[src/rtl/ex_branch_resolve.sv]
// Execute-to-memory pipeline register with branch/jump resolution, PC redirect
// and wrong-path squash. Define MISALIGN_TRAP_EN to trap redirect targets with bit 1 set.
module ex_branch_resolve #(
  parameter int XLEN = 32
) (
  input  logic            clk,
  input  logic            rst,
  input  logic            in_valid,
  output logic            in_ready,
  input  logic [XLEN-1:0] in_pc,
  input  logic [XLEN-1:0] in_imm,
  input  logic [XLEN-1:0] in_result,
  input  logic            in_carry,
  input  logic            in_overflow,
  input  logic            in_zero,
  input  logic            in_negative,
  input  logic [2:0]      in_funct3,
  input  logic            in_branch,
  input  logic            in_jal,
  input  logic            in_jalr,
  input  logic [4:0]      in_rd,
  input  logic            in_reg_write,
  input  logic            kill,
  output logic            out_valid,
  input  logic            out_ready,
  output logic [XLEN-1:0] out_result,
  output logic [4:0]      out_rd,
  output logic            out_reg_write,
  output logic            redirect_valid,
  output logic [XLEN-1:0] redirect_pc
`ifdef MISALIGN_TRAP_EN
  ,
  output logic            misaligned_exc
`endif
);

  typedef enum logic {
    RUN    = 1'b0,
    SQUASH = 1'b1
  } state_e;

  state_e            state_q, state_d;
  logic              out_valid_q, out_valid_d;
  logic [XLEN-1:0]   out_result_q, out_result_d;
  logic [4:0]        out_rd_q, out_rd_d;
  logic              out_reg_write_q, out_reg_write_d;
  logic              redirect_valid_q, redirect_valid_d;
  logic [XLEN-1:0]   redirect_pc_q, redirect_pc_d;
  logic              misaligned_q, misaligned_d;

  logic              br_taken;
  logic              is_jump;
  logic              wants_redirect;
  logic              target_misaligned;
  logic              do_redirect;
  logic              accept;
  logic [XLEN-1:0]   target;
  logic [XLEN-1:0]   link_addr;

  // Flag-based condition evaluation; carry set on SUB means no borrow.
  always_comb begin
    br_taken = 1'b0;
    case (in_funct3)
      3'b000:  br_taken = in_zero;
      3'b001:  br_taken = !in_zero;
      3'b100:  br_taken = in_negative ^ in_overflow;
      3'b101:  br_taken = !(in_negative ^ in_overflow);
      3'b110:  br_taken = !in_carry;
      3'b111:  br_taken = in_carry;
      default: br_taken = 1'b0;
    endcase
  end

  assign is_jump        = in_jal || in_jalr;
  assign wants_redirect = is_jump || (in_branch && br_taken);
  assign target         = in_jalr ? (in_result & ~XLEN'(1)) : (in_pc + in_imm);
  assign link_addr      = in_pc + XLEN'(4);

`ifdef MISALIGN_TRAP_EN
  assign target_misaligned = wants_redirect && target[1];
`else
  assign target_misaligned = 1'b0;
`endif

  assign do_redirect = wants_redirect && !target_misaligned;
  assign in_ready    = !out_valid_q || out_ready;
  assign accept      = in_valid && in_ready;

  always_comb begin
    state_d          = state_q;
    out_valid_d      = out_valid_q && !out_ready;
    out_result_d     = out_result_q;
    out_rd_d         = out_rd_q;
    out_reg_write_d  = out_reg_write_q;
    redirect_valid_d = 1'b0;
    redirect_pc_d    = redirect_pc_q;
    misaligned_d     = 1'b0;

    if (kill) begin
      out_valid_d = 1'b0;
      state_d     = RUN;
    end else if (accept) begin
      if (state_q == SQUASH) begin
        // Wrong-path instruction: handshake completes, nothing is forwarded.
        state_d = RUN;
      end else begin
        out_valid_d      = 1'b1;
        out_result_d     = is_jump ? link_addr : in_result;
        out_rd_d         = in_rd;
        out_reg_write_d  = in_reg_write && !in_branch && !target_misaligned;
        redirect_valid_d = do_redirect;
        misaligned_d     = target_misaligned;
        if (do_redirect) begin
          redirect_pc_d = target;
          state_d       = SQUASH;
        end
      end
    end
  end

  always_ff @(posedge clk or posedge rst) begin
    if (rst) begin
      state_q          <= RUN;
      out_valid_q      <= 1'b0;
      out_result_q     <= '0;
      out_rd_q         <= '0;
      out_reg_write_q  <= 1'b0;
      redirect_valid_q <= 1'b0;
      redirect_pc_q    <= '0;
      misaligned_q     <= 1'b0;
    end else begin
      state_q          <= state_d;
      out_valid_q      <= out_valid_d;
      out_result_q     <= out_result_d;
      out_rd_q         <= out_rd_d;
      out_reg_write_q  <= out_reg_write_d;
      redirect_valid_q <= redirect_valid_d;
      redirect_pc_q    <= redirect_pc_d;
      misaligned_q     <= misaligned_d;
    end
  end

  assign out_valid      = out_valid_q;
  assign out_result     = out_result_q;
  assign out_rd         = out_rd_q;
  assign out_reg_write  = out_reg_write_q;
  assign redirect_valid = redirect_valid_q;
  assign redirect_pc    = redirect_pc_q;

`ifdef MISALIGN_TRAP_EN
  assign misaligned_exc = misaligned_q;
`else
  logic unused_misaligned;
  assign unused_misaligned = misaligned_q;
`endif

endmodule
[config.mk]
export PLATFORM = sky130hd
export DESIGN_NAME = ex_branch_resolve
export DESIGN_NICKNAME = d
export VERILOG_FILES = /design/src/rtl/ex_branch_resolve.sv
export SDC_FILE = /design/constraint.sdc
export NUM_CORES = 1
export LEC_CHECK = 0
export CAP_MARGIN = 10
export CORE_MARGIN = 5
export CORE_UTILIZATION = 40
export CTS_CLUSTER_SIZE = 24
export DETAILED_ROUTE_END_ITERATION = 8
export HOLD_SLACK_MARGIN = 0.08
export PLACE_DENSITY = 0.72
export SYNTH_ARGS = -nofsm -noshare
export SYNTH_HDL_FRONTEND = slang
export SYNTH_SLANG_ARGS = --single-unit
[constraint.sdc]
create_clock -name clk -period 2.12 [get_ports clk]
set_clock_uncertainty 0.1 [all_clocks]
set_input_delay 0.318 -clock clk [delete_from_list [all_inputs] [get_ports clk]]
set_output_delay 0.318 -clock clk [all_outputs]
set_load 0.05 [all_outputs]
==> metrics.cfg <==
[status]
status = finished with violations
failed_checks = negative setup slack

[timing]
rsz0062_at_grt = true
max_freq_ghz = 0.4150
setup_slack_ns = -0.2899
worst_pin_slew_ns = 0.5978
maxSlewViolCount = 0
worst_slew_margin_rel = 0.6002
fin_crit_sh = 1.137
hold_viol_final = 0
setup_viol = 16
period_minus_slack_ns = 2.410

[power_and_ir_drop]
power.density_nw_per_um2 = 754.2
ir_drop_uv = 565.9
switching_share = 0.4277
p_int_mw = 4.218
p_leak_nw = 4.440
p_clk_frac = 0.207
p_comb_frac = 0.531
switchingPower_mw = 3.153
p_seq_frac = 0.262

[grt]
antenna_found_initial = 1
grt_pass1_vias = 6400
grt_util_all_layers = 0.2583
grt_pass1_wl_um = 33550
grt_max_degree = 57
grt-ovfl-total = 0

[synthesis]
yosys.cell_count.top_type = nand2_1
synth_nets = 828
synth_top_family_by_area = compound AO/OA/AOI/OAI gates
synthCells = 678
async_reset_ff_frac = 1.000
synth.top_cell.area_share = 0.3371
synth_xor_xnor_area_share = 0.09536
netlist_area_um2 = 5419
synth_common_cells = nand2_1 (108), dfrtp_1 (73), a21oi_1 (65)
yosys-top-cells-area = dfrtp_1 (34%), nand2_1 (7.5%), ha_1 (7.4%)
synth-simple-area-share = 0.2062
ys_warn_count = 0
synthAdderAreaFrac = 0.07758
syn_avg_cell_area_um2 = 7.993
ys.flop_type = dfrtp_1
ys_seq_elements = 73
ys_seq_area_frac = 0.3371
synth_compound_area_frac = 0.2267
synth_top_area_cell = dfrtp_1
synth-edff-count = 0
synthMuxAreaShare = 0.02401
synthDistinctLibCells = 51

[floorplanning]
io-pin-count = 190
die_x_um = 126.4
start_util = 0.4092
core-area_um2 = 13240
rows = 42
die-area_um2 = 15980
chipHeight_um = 126.4

[cts]
numCtsBuffers = 9
root_buffer = clkbuf_16
cts.sinks = 73
worst_skew_pair.late_latency_ns = 0.33
clkTransAtPathRegs_ns = 0.06
cts_buffer_depth = 2
htree_levels = 3
postCtsHoldBufs = 0
cts_tree = done

[setup_path]
rr_startpoint = out_valid$_DFF_PP0_
start_kind = input port
crit_fanout = 2
worst_ep_required_time_ns = 2.23
worstReg2RegEnd = redirect_pc[29]$_DFFE_PP0P_
cp-end-kind = register
arrival_ns = 2.52
r2r_cells = 5
reg2reg_setup_slack_ns = 0
critical_path_class = in -> reg

[cells_and_area]
post_route_cells_drive_above_1_share = 0.2932
num-nets-final = 1158
fillers = 917
syn_to_final_growth_pct = 80.35
utilization = 0.7380

[detailed_routing]
totalWireLength_um = 22580
first_pass_iters = 5
drtAntennaViolNets = 0
drt-initial-drc-count = 519
drc = 0
vias = 6558
viasPerCell = 5.511
post_drt_wl_per_cell_um = 18.97

[min_path]
hold_end = out_result[0]$_DFFE_PP0P_
min_path_cells = 3
hp-start = in_pc[0]
hp-class = in -> reg

[place]
gp_congestion = 0.9953
dp_slack_ns = -1.068
dp_hpwl_um = 17260
port_buffers = 189

[flow_run]
max_cap_viol_count = 0

==> area by class of cell <==
class	count	area, um^2	area share
diodes	1	2.502	0.0002560
clock buffers	11	242.7	0.02484
clock inverters	5	53.80	0.005505
inverters	11	45.04	0.004609
multi-input cells	559	4133	0.4229
flip-flops and latches	73	1828	0.1870
well taps	176	220.2	0.02253
repair buffers	354	3248	0.3324
==> layout by cell type (no fill, tap or decap), types with 13 or more instances in the layout <==
cell	n
xor2_1	30
nand4_1	18
clkdlybuf4s50_1	138
ha_4	24
dlymetal6s2s_1	23
dfrtp_1	72
xnor2_1	23
buf_4	152
nor2_1	52
o21ai_0	25
o21ai_1	51
mux2i_1	13
nand2_1	102
a21oi_1	52
==> what timing repair did <==
item | 4_1_cts | 5_1_grt
setup endpoints to repair | 38 | 37
hold endpoints to repair | 0 | 0
setup buffers | 7 | 11
gates resized for setup | 96 | 115
pin swaps | 33 | 58
==> registers in the layout (all words and copies together), names as in the netlist <==
signal	count
redirect_pc	32
out_result	32
redirect_valid	1
out_reg_write	1
state_q	1
out_rd	5
out_valid	1
==> power by group through the flow <==
stage,registers [mW],clock network [mW],logic (mW)
after floorplan,3.05,0,0.909
after global placement,1.93,0,3.56
after detailed placement,1.95,0,3.61
after CTS,1.93,1.53,3.74
after global routing,1.96,1.59,4.10
final,1.93,1.53,3.91
==> through the flow <==
stage                     setup TNS (ns)  hold slack, ns  std cells  cell area, um^2  power, mW
after global placement            -27.04          0.3502       1156             8635      5.491
after detailed placement          -30.18          0.3615       1156             8635      5.559
after global routing              -3.543          0.1730       1190             9773      7.647
final                             -2.422          0.1646       1190             9773      7.371
after CTS                         -3.407          0.1465       1179             9341      7.198
after floorplan                   -1.956          0.2775        678             5473      3.963
==> cells by family (layout without fill, tap and decap cells) <==
group                      Yosys count  in the layout
adders and majority gates           33             33
and+or+nand+nor                    243            243
AOI/OAI and AO/OA                  211            211
muxes                               13             13
buffers and inverters               46            381
xor gates and xnor gates            59             59
other                                0              1
DFF                                 73             73
==> how the worst max path moves through the flow <==
stage	slack (ns)	from	endpoint	depth (start not counted)
6_report	-0.29	in_pc[0]	redirect_pc[24]$_DFFE_PP0P_	10
4_1_cts	-0.35	in_imm[0]	redirect_pc[24]$_DFFE_PP0P_	10
3_5_place_dp	-1.07	in_pc[0]	redirect_pc[30]$_DFFE_PP0P_	11
3_3_place_gp	-1.00	in_pc[0]	redirect_pc[30]$_DFFE_PP0P_	11
2_1_floorplan	-0.43	in_pc[0]	redirect_pc[24]$_DFFE_PP0P_	9
5_1_grt	-0.36	in_pc[0]	redirect_pc[24]$_DFFE_PP0P_	10
==> per-layer routing <==
| layer | track usage | wire, um | vias up |
|---|---|---|---|
| li1 | - | - | 3072 |
| met1 | 0.3417 | 9336 | 3140 |
| met2 | 0.4471 | 11170 | 292 |
| met3 | 0.03069 | 1425 | 54 |
| met4 | 0.07066 | 648 | 0 |
| met5 | 0 | 0 | - |
==> worst max-delay path: stages <==
cell	delay (ns)
buf_8	0.10
ha_4	0.15
fa_2	0.37
a21o_2	0.22
a221o_1	0.35
a211o_2	0.39
o2bb2ai_4	0.15
a211o_1	0.25
xnor2_1	0.13
o21ai_1	0.08
No activity file was read; power rests on OpenSTA's default activity.
